**config.mk**
```make
export PLATFORM = sky130hd
export DESIGN_NAME = cm0_fetch_unit_flat
export DESIGN_NICKNAME = d
export VERILOG_FILES = /design/src/rtl/cm0_fetch_unit_if.sv /design/src/rtl/cm0_fetch_unit.sv /design/src/flat_wrapper.sv
export SDC_FILE = /design/constraint.sdc
export NUM_CORES = 1
export LEC_CHECK = 0
export ABC_CLOCK_PERIOD_IN_PS = 5760
export CAP_MARGIN = 25
export CORE_MARGIN = 2
export CORE_UTILIZATION = 40
export DETAILED_ROUTE_END_ITERATION = 7
export GPL_ROUTABILITY_DRIVEN = 0
export GPL_TIMING_DRIVEN = 0
export SETUP_SLACK_MARGIN = 0.4
export SLEW_MARGIN = 20
export SYNTH_ARGS = -nofsm -noshare
export SYNTH_HDL_FRONTEND = slang
export SYNTH_SLANG_ARGS = --single-unit
```
**constraint.sdc**
```tcl
create_clock -name clk -period 5.76 [get_ports clk]
set_input_delay 1.152 -clock clk [delete_from_list [all_inputs] [get_ports clk]]
set_output_delay 1.152 -clock clk [all_outputs]
set_load 0.01 [all_outputs]
```
**src/rtl/cm0_fetch_unit_if.sv**
```systemverilog
// cm0_fetch_unit_if: instruction-bus, redirect and decode-handshake signals of the fetch unit
interface cm0_fetch_unit_if #(parameter int BW = 32);
    logic          ibus_req;
    logic [BW-1:0] ibus_addr;
    logic          ibus_gnt;
    logic          ibus_rvalid;
    logic [BW-1:0] ibus_rdata;
    logic          branch_valid;
    logic [BW-1:0] branch_target;
    logic          instr_valid;
    logic [15:0]   instr_data;
    logic [BW-1:0] instr_pc;
    logic          instr_ready;
    modport master (
        output ibus_req, ibus_addr, instr_valid, instr_data, instr_pc,
        input  ibus_gnt, ibus_rvalid, ibus_rdata, branch_valid, branch_target, instr_ready
    );
    modport slave (
        input  ibus_req, ibus_addr, instr_valid, instr_data, instr_pc,
        output ibus_gnt, ibus_rvalid, ibus_rdata, branch_valid, branch_target, instr_ready
    );
endinterface

```
**src/rtl/cm0_fetch_unit.sv**
```systemverilog
// cm0_fetch_unit: Thumb prefetch stage, word fetches split into a 4-entry halfword FIFO with branch flush
module cm0_fetch_unit #(
    parameter int            BW       = 32,
    parameter logic [BW-1:0] RESET_PC = '0
) (
    input logic               clk,
    input logic               reset,
    cm0_fetch_unit_if.master  bus
);
    typedef enum logic [1:0] {IDLE, WAIT, WAIT_DISCARD} state_t;
    state_t        state;
    logic [BW-1:0] fetch_addr;
    logic [BW-1:0] pend_addr;
    logic          skip_low;
    logic [15:0]   hw_q [4];
    logic [BW-1:0] pc_q [4];
    logic [1:0]    rd_ptr;
    logic [1:0]    wr_ptr;
    logic [2:0]    count;
    logic          pop;
    logic          take;
    logic [2:0]    n_push;
    // Request only when the FIFO can absorb a full word, so count never exceeds 4
    assign bus.ibus_req    = !reset && state == IDLE && count <= 3'd2 && !bus.branch_valid;
    assign bus.ibus_addr   = fetch_addr;
    assign bus.instr_valid = count != 3'd0;
    assign bus.instr_data  = bus.instr_valid ? hw_q[rd_ptr] : '0;
    assign bus.instr_pc    = bus.instr_valid ? pc_q[rd_ptr] : '0;
    assign pop    = bus.instr_valid && bus.instr_ready;
    assign take   = state == WAIT && bus.ibus_rvalid;
    assign n_push = take ? (skip_low ? 3'd1 : 3'd2) : 3'd0;
    always_ff @(posedge clk) begin
        if (reset) begin
            state      <= IDLE;
            count      <= '0;
            rd_ptr     <= '0;
            wr_ptr     <= '0;
            fetch_addr <= {RESET_PC[BW-1:2], 2'b00};
            skip_low   <= RESET_PC[1];
            pend_addr  <= '0;
        end else if (bus.branch_valid) begin
            count      <= '0;
            rd_ptr     <= '0;
            wr_ptr     <= '0;
            fetch_addr <= {bus.branch_target[BW-1:2], 2'b00};
            skip_low   <= bus.branch_target[1];
            state      <= (state == IDLE || bus.ibus_rvalid) ? IDLE : WAIT_DISCARD;
        end else begin
            count  <= count + n_push - {2'b00, pop};
            rd_ptr <= rd_ptr + {1'b0, pop};
            wr_ptr <= wr_ptr + n_push[1:0];
            if (take) begin
                hw_q[wr_ptr] <= skip_low ? bus.ibus_rdata[31:16] : bus.ibus_rdata[15:0];
                pc_q[wr_ptr] <= skip_low ? pend_addr + BW'(2) : pend_addr;
                if (!skip_low) begin
                    hw_q[wr_ptr + 2'd1] <= bus.ibus_rdata[31:16];
                    pc_q[wr_ptr + 2'd1] <= pend_addr + BW'(2);
                end
            end
            case (state)
                IDLE: if (bus.ibus_req && bus.ibus_gnt) begin
                    pend_addr  <= fetch_addr;
                    fetch_addr <= fetch_addr + BW'(4);
                    state      <= WAIT;
                end
                WAIT: if (bus.ibus_rvalid) begin
                    skip_low <= 1'b0;
                    state    <= IDLE;
                end
                WAIT_DISCARD: if (bus.ibus_rvalid) state <= IDLE;
                default: state <= IDLE;
            endcase
        end
    end
endmodule

```
**src/flat_wrapper.sv**
```systemverilog
// flat-port wrapper written by rule: the top's interface ports become plain ports
module cm0_fetch_unit_flat 
#(
    parameter int            BW       = 32,
    parameter logic [BW-1:0] RESET_PC = '0
)
  (clk, reset, bus_ibus_req, bus_ibus_addr, bus_instr_valid, bus_instr_data, bus_instr_pc, bus_ibus_gnt, bus_ibus_rvalid, bus_ibus_rdata, bus_branch_valid, bus_branch_target, bus_instr_ready);
  cm0_fetch_unit_if #(.BW(BW)) bus_i ();
  input logic clk;
  input logic reset;
  output wire logic [$bits(bus_i.ibus_req)-1:0] bus_ibus_req;
  output wire logic [$bits(bus_i.ibus_addr)-1:0] bus_ibus_addr;
  output wire logic [$bits(bus_i.instr_valid)-1:0] bus_instr_valid;
  output wire logic [$bits(bus_i.instr_data)-1:0] bus_instr_data;
  output wire logic [$bits(bus_i.instr_pc)-1:0] bus_instr_pc;
  input wire logic [$bits(bus_i.ibus_gnt)-1:0] bus_ibus_gnt;
  input wire logic [$bits(bus_i.ibus_rvalid)-1:0] bus_ibus_rvalid;
  input wire logic [$bits(bus_i.ibus_rdata)-1:0] bus_ibus_rdata;
  input wire logic [$bits(bus_i.branch_valid)-1:0] bus_branch_valid;
  input wire logic [$bits(bus_i.branch_target)-1:0] bus_branch_target;
  input wire logic [$bits(bus_i.instr_ready)-1:0] bus_instr_ready;
  assign bus_ibus_req = bus_i.ibus_req;
  assign bus_ibus_addr = bus_i.ibus_addr;
  assign bus_instr_valid = bus_i.instr_valid;
  assign bus_instr_data = bus_i.instr_data;
  assign bus_instr_pc = bus_i.instr_pc;
  assign bus_i.ibus_gnt = bus_ibus_gnt;
  assign bus_i.ibus_rvalid = bus_ibus_rvalid;
  assign bus_i.ibus_rdata = bus_ibus_rdata;
  assign bus_i.branch_valid = bus_branch_valid;
  assign bus_i.branch_target = bus_branch_target;
  assign bus_i.instr_ready = bus_instr_ready;
  cm0_fetch_unit #(.BW(BW), .RESET_PC(RESET_PC)) u_core (.clk(clk), .reset(reset), .bus(bus_i));
endmodule
```
==> run_results.csv <==
group,metric,value,unit
status,status,"finished clean",
routing,wire_per_inst,19.9,um
sta,worst_pin_slew,1.04,ns
worst_setup_path,cp_data_arrival_time,3.07,ns
worst_hold_path,hp-class,"register to register",
die,core_region_area,0.0278,sq mm
sta,report.final.slew_viol_count,0,
sta,finalHoldViolCount,0,
cts,cts_tree,"yes",
worst_setup_path,worst-path-max-fanout,7,
cells_and_area,post-route-cell-area,0.0145,sq mm
run,cap_viol_max_count,0,
sta,finalSetupViolCount,0,
sta,period_needed,4.22,ns
placed_design,place_area,0.0136,sq mm
routing,drt_iter0_markers,511,
worst_setup_path,slowest_stage,"clkdlybuf4s50_1",
routing,vias,7306,
synth,synth_top_area_cell,"edfxtp_1",
synth,synth_most_common_cell,"edfxtp_1",
grt,antenna_found_initial,1,
cts,cts_setup_buffers,0,
routing,first_pass_iters,5,
sta,fin_tns_setup,0,ns
routing,drc,0,
cts,cts_buffer_depth,3,
worst_setup_path,crit_path_cell_trace,"clkdlybuf4s50_1 > nor4b_4 > a21boi_0 > clkdlybuf4s50_1",
synth,synth_top_area_share,49.9,%
synth,ys_top_cells_by_area,"edfxtp_1, dfxtp_1, mux4_2",
routing,drt-vias-per-instance,5.24,
cells_and_area,ff_latch_area,0.00705,sq mm
sta,slew_headroom,29.8,%
cts,numClockSinks,258,
power,power_density,291,mW/mm^2
sta,finClkSkew,0.0138,ns
sta,fin_crit_sh,73.3,%
worst_setup_path,cp-start-kind,"input port",
worst_setup_path,reg2reg_depth,11,
power,ir_drop,0.192,mV
cts,cts_hold_buf,0,
worst_setup_path,worstSetupEndpointType,"primary output",
die,fp.dieW,172,um
worst_hold_path,hold_depth,2,
cts,clk_latency,0.53,ns
die,fp-row-count,61,
cts,cts_root_buffer,"clkbuf_16",
synth,synth_seq_cells,258,
cts,htreeDepth,1,
cells_and_area,n_fill_cell,2434,
synth,syn_inst,806,
worst_hold_path,whs_endpoint,"u_core.pend_addr[29]",
synth,synth_warnings,0,
grt,grt_max_degree,23,
worst_setup_path,slowest_delay,0.60,ns
synth,seq_area_frac_synth,62.3,%
grt,grt_pass1_vias,7518,
die,dieArea,0.0296,sq mm
routing,antenna_left,0,
worst_setup_path,crit_required,4.61,ns
synth,synth.cell_area,0.0113,sq mm
synth,synth-edff-count,188,
cells_and_area,final_nets,1074,
cts,path_clk_slew,0.06,ns
grt,track_usage,19.1,%
synth,avgSynthCellArea,14.0,sq um
worst_setup_path,r2r_end,"u_core.count[2]",
worst_setup_path,regToRegSetupSlack,2.73,ns
sta,max_freq,0.237,GHz
die,die_h,172,um
placed_design,hpwlAfterDp,19400,um
cells_and_area,drive_above_1_share,20.3,%
worst_setup_path,critPathKind,"input port to primary output",
synth,async_flop_share,0,%
cts,cts-resized-gates,0,
power,p_leak,4.50,nW
grt,grt_pass1_wl,42900,um
worst_setup_path,cp_common_cell,"clkdlybuf4s50_1",
die,start_util,40.7,%
cts,cts_inserted_buffers,28,
sta,rsz0062_at_grt,"false",
synth,ys_types,56,
grt,grt_overflow,0,
routing,totalWireLength,27800,um
cells_and_area,multiInputGateArea,0.00400,sq mm
synth,synth_top_flop_cell,"edfxtp_1",
die,io_pins,152,
worst_setup_path,reg2reg_from,"u_core.count[2]",
worst_hold_path,holdCritStartpoint,"u_core.pend_addr[29]",
synth,synth_common_cells,"edfxtp_1, nand2_1, dfxtp_1",
cells_and_area,syn_to_final_growth,28.3,%
placed_design,place.port_buffers,146,
-- critical path: cells and delay by family --
kind	cells	cell delay [ns]
AO/OA/AOI/OAI	1	0.34
buffers and inverters	2	1.10
AND/OR/NAND/NOR	1	0.47
-- layout make-up --
class / instances / share of cell area [%]
clock buffer: 42 / 5.98
multi-input combinational: 482 / 27.6
buffer: 51 / 1.69
timing repair buffer: 157 / 11.9
antenna: 1 / 0.0173
tap: 378 / 3.26
inverter: 17 / 0.440
sequential: 258 / 48.6
clock inverter: 9 / 0.509
-- report_power, final --
| group | internal [mW] | leakage [nW] | switching [mW] |
|---|---|---|---|
| sequential | 2.01 | 2.09 | 0.0357 |
| combinational | 0.213 | 1.94 | 0.186 |
| clock | 1.08 | 0.463 | 0.696 |
-- layer usage --
metal,wire length (um),up-vias,track usage (%)
li1,-,3421,-
met2,13300,207,31.4
met3,1470,33,2.66
met5,0,-,0
met1,12600,3645,26.9
met4,459,0,4.53
-- state kept, by name, summed over array words and instances, names as in the netlist --
signal,cells
u_core.hw_q,64
u_core.bus.ibus_addr,30
u_core.skip_low,1
u_core.rd_ptr,2
u_core.state,2
u_core.pc_q,124
u_core.pend_addr,30
u_core.wr_ptr,2
u_core.count,3
-- cell families after synthesis --
kind of cell    Yosys count  share of synthesized area, %
xor+xnor                 15                          1.16
other cells               1                        0.0332
buf+inv                  68                          2.73
flops                   258                          62.3
simple gates            243                          11.2
fa+ha+maj                 9                          1.06
compound gates           96                          5.28
mux                     116                          16.2
-- cell usage in the layout (no fill, tap or decap), drive strengths merged, types with 7 or more instances in the layout --
cell	netlist	layout
edfxtp	188	188
nand4	16	16
inv	17	18
o21ai	8	8
nand2	89	89
ha	8	8
and2	7	7
mux4	47	47
nand3	13	13
a21oi	52	52
nor2	29	29
buf	22	32
xnor2	11	11
nor2b	51	51
mux2	69	69
clkdlybuf4s50	0	146
clkbuf	29	72
a211oi	7	7
dfxtp	70	70
-- how the worst max path moves through the flow --
stage	start	endpoint	slack (ns)	cells after the start
4_1_cts	u_core.count[2]	bus_instr_pc[29]	1.06	5
3_5_place_dp	reset	bus_ibus_req	1.59	4
3_3_place_gp	reset	u_core.pc_q[2][15]	-1.64	4
2_1_floorplan	bus_branch_valid	u_core.hw_q[2][0]	1.00	4
6_report	reset	bus_ibus_req	1.54	4
5_1_grt	u_core.rd_ptr[1]	bus_instr_pc[26]	1.38	5
-- through the flow --
step / instances / setup WS (ns) / hold slack [ns] / total power, mW / util (%)
6_report: 1395 / 1.54 / 0.504 / 4.22 / 52.2
5_1_grt: 1395 / 1.38 / 0.526 / 4.36 / 52.2
4_1_cts: 1393 / 1.06 / 0.503 / 4.26 / 52.2
3_5_place_dp: 1342 / 1.59 / 0.493 / 2.48 / 48.8
3_3_place_gp: 1332 / -1.64 / 0.481 / 2.48 / 47.7
2_1_floorplan: 808 / 1.00 / 0.460 / 2.26 / -
Note: power is estimated with default switching activity, not from simulation.
